<file path="src/rtl/mem_arb_pkg.sv">
// mem_arb_pkg: shared types and constants for the 128-bit SRAM arbiter
package mem_arb_pkg;
  typedef enum logic [1:0] {IDLE, GNT0, GNT1} state_t;
  localparam int MEM_DW = 128;
  localparam int MEM_LANES = 16;
  localparam logic [31:0] CONSOLE_ADDR_DEF = 32'h01ff_fff0;
endpackage

</file>
<file path="src/rtl/mem_arb_con_snoop.sv">
// mem_arb_con_snoop: decodes single-lane console writes into a one-cycle char pulse
module mem_arb_con_snoop import mem_arb_pkg::*; #(
  parameter logic [31:0] CONSOLE_ADDR = CONSOLE_ADDR_DEF
) (
  input  logic                 clk,
  input  logic                 rst,
  input  logic                 acc,
  input  logic                 we,
  input  logic [31:0]          addr,
  input  logic [MEM_LANES-1:0] wstrb,
  input  logic [MEM_DW-1:0]    wdata,
  output logic                 con_vld,
  output logic [7:0]           con_char
);
  logic       hit;
  logic       lane_ok;
  logic [7:0] ch;
  logic       unused_bits;
  assign unused_bits = ^{addr[3:0], CONSOLE_ADDR[3:0]};
  // only the low byte of a 4-byte word on lane group 0..3 is accepted as a character
  always_comb begin
    lane_ok = wstrb == 16'h000f || wstrb == 16'h00f0 || wstrb == 16'h0f00 || wstrb == 16'hf000;
    ch = wstrb == 16'h000f ? wdata[7:0] :
         wstrb == 16'h00f0 ? wdata[39:32] :
         wstrb == 16'h0f00 ? wdata[71:64] : wdata[103:96];
    hit = acc & we & lane_ok & (addr[31:4] == CONSOLE_ADDR[31:4]);
  end
  // pulse register aligned with the SRAM command cycle
  always_ff @(posedge clk) begin
    if (rst) begin
      con_vld  <= 1'b0;
      con_char <= 8'h00;
    end else begin
      con_vld <= hit;
      if (hit) con_char <= ch;
    end
  end
endmodule

</file>
<file path="src/rtl/mem_arb128.sv">
// mem_arb128: two-requester burst arbiter and SRAM sequencer (console snoop under MEM_ARB_CONSOLE_EN)
module mem_arb128 import mem_arb_pkg::*; #(
  parameter int          AW = 24,
  parameter int          MAX_HOLD = 16,
  parameter logic [31:0] CONSOLE_ADDR = CONSOLE_ADDR_DEF
) (
  input  logic                 clk,
  input  logic                 rst,
  input  logic                 r0_vld,
  output logic                 r0_rdy,
  input  logic [31:0]          r0_addr,
  input  logic                 r0_we,
  input  logic [MEM_LANES-1:0] r0_wstrb,
  input  logic [MEM_DW-1:0]    r0_wdata,
  input  logic                 r0_last,
  output logic                 r0_rvld,
  input  logic                 r1_vld,
  output logic                 r1_rdy,
  input  logic [31:0]          r1_addr,
  input  logic                 r1_we,
  input  logic [MEM_LANES-1:0] r1_wstrb,
  input  logic [MEM_DW-1:0]    r1_wdata,
  input  logic                 r1_last,
  output logic                 r1_rvld,
  output logic [MEM_DW-1:0]    rdata,
  output logic                 mem_cen,
  output logic                 mem_wen,
  output logic [AW-1:0]        mem_addr,
  output logic [MEM_LANES-1:0] mem_bwen,
  output logic [MEM_DW-1:0]    mem_wdata,
  input  logic [MEM_DW-1:0]    mem_rdata
`ifdef MEM_ARB_CONSOLE_EN
  , output logic               con_vld
  , output logic [7:0]         con_char
`endif
);
  localparam int CW = $clog2(MAX_HOLD + 1);
  state_t               state, nxt;
  logic                 rr, nrr;
  logic [CW-1:0]        cnt;
  logic                 sel, acc, rel, oth_vld;
  logic                 we_m, last_m;
  logic [31:0]          addr_m;
  logic [MEM_LANES-1:0] wstrb_m;
  logic [MEM_DW-1:0]    wdata_m;
  logic                 rd_v, rd_id;
  logic                 unused_bits;
  assign sel     = state == GNT1;
  assign r0_rdy  = state == GNT0;
  assign r1_rdy  = state == GNT1;
  assign acc     = (r0_vld & r0_rdy) | (r1_vld & r1_rdy);
  assign oth_vld = sel ? r0_vld : r1_vld;
  assign we_m    = sel ? r1_we : r0_we;
  assign last_m  = sel ? r1_last : r0_last;
  assign addr_m  = sel ? r1_addr : r0_addr;
  assign wstrb_m = sel ? r1_wstrb : r0_wstrb;
  assign wdata_m = sel ? r1_wdata : r0_wdata;
  assign rel     = acc & (last_m | cnt == CW'(MAX_HOLD - 1));
  assign rdata   = mem_rdata;
  // grant selection: round-robin from IDLE, direct handover to a waiting peer on release
  always_comb begin
    nxt = state;
    nrr = rr;
    if (state == IDLE)
      nxt = r0_vld & r1_vld ? (rr ? GNT1 : GNT0) : r0_vld ? GNT0 : r1_vld ? GNT1 : IDLE;
    else if (rel) begin
      nxt = oth_vld ? (sel ? GNT0 : GNT1) : IDLE;
      nrr = ~sel;
    end
  end
  // grant state, fairness pointer and per-grant beat count
  always_ff @(posedge clk) begin
    if (rst) begin
      state <= IDLE;
      rr    <= 1'b0;
      cnt   <= '0;
    end else begin
      state <= nxt;
      rr    <= nrr;
      cnt   <= rel ? '0 : acc ? cnt + 1'b1 : cnt;
    end
  end
  // registered SRAM command and read-owner pipeline
  always_ff @(posedge clk) begin
    if (rst) begin
      mem_cen   <= 1'b1;
      mem_wen   <= 1'b1;
      mem_bwen  <= '1;
      mem_addr  <= '0;
      mem_wdata <= '0;
      rd_v      <= 1'b0;
      rd_id     <= 1'b0;
      r0_rvld   <= 1'b0;
      r1_rvld   <= 1'b0;
    end else begin
      mem_cen  <= ~acc;
      mem_wen  <= ~(acc & we_m);
      mem_bwen <= acc ? ~wstrb_m : '1;
      if (acc) begin
        mem_addr  <= addr_m[AW+3:4];
        mem_wdata <= wdata_m;
      end
      rd_v    <= acc & ~we_m;
      rd_id   <= sel;
      r0_rvld <= rd_v & ~rd_id;
      r1_rvld <= rd_v & rd_id;
    end
  end
`ifdef MEM_ARB_CONSOLE_EN
  assign unused_bits = 1'b0;
  mem_arb_con_snoop #(.CONSOLE_ADDR(CONSOLE_ADDR)) u_snoop (
    .clk(clk), .rst(rst), .acc(acc), .we(we_m), .addr(addr_m),
    .wstrb(wstrb_m), .wdata(wdata_m), .con_vld(con_vld), .con_char(con_char)
  );
`else
  assign unused_bits = ^{addr_m[3:0], addr_m[31:AW+4], CONSOLE_ADDR};
`endif
endmodule

</file>
<file path="config.mk">
export PLATFORM = sky130hd
export DESIGN_NAME = mem_arb128
export DESIGN_NICKNAME = d
export VERILOG_FILES = /design/src/rtl/mem_arb_pkg.sv /design/src/rtl/mem_arb_con_snoop.sv /design/src/rtl/mem_arb128.sv
export SDC_FILE = /design/constraint.sdc
export NUM_CORES = 1
export LEC_CHECK = 0
export CORE_AREA = 2 2 304 306
export DETAILED_ROUTE_END_ITERATION = 8
export DIE_AREA = 0 0 306 308
export DONT_BUFFER_PORTS = 1
export HOLD_SLACK_MARGIN = 0.06
export PLACE_DENSITY_LB_ADDON = 0.05
export RECOVER_POWER = 50
export SYNTH_ARGS = -nofsm -noshare
export SYNTH_HDL_FRONTEND = slang
export SYNTH_HIERARCHICAL = 1
export SYNTH_SLANG_ARGS = --single-unit
</file>
<file path="constraint.sdc">
create_clock -name clk -period 1.73 [get_ports clk]
set_input_delay 0.2595 -clock clk [delete_from_list [all_inputs] [get_ports clk]]
set_output_delay 0.2595 -clock clk [all_outputs]
set_load 0.005 [all_outputs]
</file>
==> qor.csv <==
metric,value,unit
Min-Delay Path Class,in -> reg,
CTS root buf,clkbuf_16,
max-cap violation count,0,
"Arr. time, crit path",2240,ps
peak supply drop,0.687,mV
number of antenna violations at the first check in global routing,2,
clk buf depth,2,
layout cells sized above 1,15.3,%
syn_area_per_cell,10.7,sq um
measured slew at the worst slew-check pin,437,ps
CTS tree,done,
Final Skew,18.4,ps
Cells after Synth,791,
total clock sinks,182,
Slew Limit Fails,0,
vias in the first global route,7538,
Post-Route WL,40200,microns
core area,91000,sq um
latest clock arrival within the worst-skew pair,520,ps
first-pass GRT wire length,51700,microns
unrepaired setup endpoints after global routing,yes,
H-Tree Depth,4,
DRT iter0 DRCs,229,
Main synth FF type,dfxtp_1,
Final Cell Area,14100,sq um
"Clk pin slew, worst setup/hold paths",80,ps
Yosys warnings,6,
Layout area overhead,67.8,%
failing checks,setup timing,
FMAX,0.557,GHz
total CTS buffers,17,
routed vias,7068,
# setup viols final,140,
post-placement cell area,9130,sq um
Routed Antenna Nets,0,
leading area contributor after synthesis,dfxtp_1,
worst path required time,2170,ps
pre-CTS WS,-238,ps
status,"complete, but fails checks",
I/O Buffers,0,
final setup margin,-66.8,ps
routed vias/inst,3.14,
Worst slew margin,70.8,%
largest cells by area after synthesis,"dfxtp_1 43%, mux2i_1 18%, o2bb2ai_1 16%",
Post-Syn Area,8420,sq um
Post-Syn Nets,1281,
critical path peak fanout,7,
All-Layer GR Usage,7.76,%
Post-synth top cells,"182 x dfxtp_1, 152 x mux2i_1, 152 x o2bb2ai_1",
initial core utilization,9.26,%
Die Span Y,308,microns
leakage power,4.84,nW
gp weighted congestion,0.688,
register area share after synthesis,43.2,%
wire length per cell,17.8,microns
CP Launch Type,flip-flop,
Post-synth EDFFs,0,
NumNets Final,1542,
critical path endpoint category,flip-flop,
GRT overflow,0,
Die Footprint,94200,sq um
CP Class,reg -> reg,
largest net degree at the start of global routing,77,
period utilization,104,%
I/O pin count,790,
die width,306,microns
hold slack,96.5,ps
Netlist cell types,34,
ys async rst share,0,%
# rows,111,
Fin. Hold Viols,0,
top-area cell type share of the netlist area,43.2,%
HPWL Detailed,26200,microns
first-pass iteration count of the detailed router,4,
DRC,0,
Pwr per Cell Area,915,nW/um^2
Final Util,15.5,%
Synth Register Bits,182,
cell with the most instances after synthesis,dfxtp_1,
Final min period,1800,ps
cell usage in the layout, fill, tap and decap left out, types with 5 or more instances in the layout:
cell type and instances:
dlygate4sd3_1 346, dfxtp_1 178, mux2i_1 147, o2bb2ai_1 123, nand2_1 73, buf_4 35, o2bb2ai_2 28, clkbuf_16 26
buf_12 11, buf_6 10, buf_16 7, buf_8 6, mux2i_2 5
where the power goes:
group          switching, mW  leakage, nW  internal, mW
logic                   1.51         3.06          1.83
clock network           2.04        0.297          2.47
registers              0.440         1.48          4.64
stage by stage:
stage	std cells	power (mW)	TNS, ps
after global placement	1847	7.23	-607
after global routing	2251	13.7	-17590
after detailed placement	1847	7.23	-3040
after floorplan	791	6.64	0
after CTS	2232	12.9	-2850
final	2252	12.9	-4740
flip-flops by register name (all words and copies together), names as in the netlist:
register,count
cnt,5
mem_addr,24
mem_bwen,16
mem_cen,1
mem_wdata,128
mem_wen,1
r0_rvld,1
r1_rvld,1
rd_id,1
rd_v,1
rr,1
state,2
final timing paths:
kind / start / endpoint / slack [ps] / cells after the start
worst max-delay path: state[1]$_SDFFE_PP0P_ / mem_wdata[44]$_SDFFE_PP0N_ / -70 / 8
worst max register to register: state[1]$_SDFFE_PP0P_ / mem_wdata[44]$_SDFFE_PP0N_ / -70 / 8
worst min register to register: cnt[4]$_SDFFE_PP0N_ / cnt[4]$_SDFFE_PP0N_ / 460 / 2
worst min-delay path: r0_last / cnt[1]$_SDFFE_PP0N_ / 100 / 4
cell type report:
type	count	area, sq um
Clock inverter	13	194
Multi-Input combinational cell	420	3730
Inverter	6	41.3
Clock buffer	19	443
Antenna cell	1	2.50
Timing Repair Buffer	425	4600
Fill cell	9996	76800
Tap cell	1186	1480
Sequential cell	182	3650
logic make-up after synthesis:
family                   share of synthesized area, %
multiplexers                                     18.1
AO/OA/AOI/OAI                                    17.7
adder cells (fa/ha/maj)                         0.297
buffers and inverters                            15.8
flip-flops                                       43.2
AND/OR/NAND/NOR                                  4.86
routing by layer:
metal | GRT usage (%) | up-vias | share of wire [%]
li1 | - | 3272 | -
met1 | 7.15 | 3313 | 34
met2 | 13.2 | 391 | 50
met3 | 4.00 | 92 | 10
met4 | 5.71 | 0 | 5.3
met5 | 0 | - | 0
timing repair:
| item | CTS | global route |
|---|---|---|
| cloned | 3 | 12 |
| buffers inserted | 7 | 4 |
| hold buffers | 343 | 3 |
| hold endpoints to repair | 180 | 11 |
| setup endpoints to repair | 126 | 159 |
| resized for setup | 29 | 57 |
| pin swaps | 3 | 5 |
worst max-delay path, stage by stage (launching register included):
cell and delay, ps:
dfxtp_2 370, buf_6 100, and2b_2 250, a22o_4 240
nor2_4 140, buf_12 160, buf_16 150, clkbuf_16 180
o2bb2ai_1 110
(Power assumes the default switching activity.)
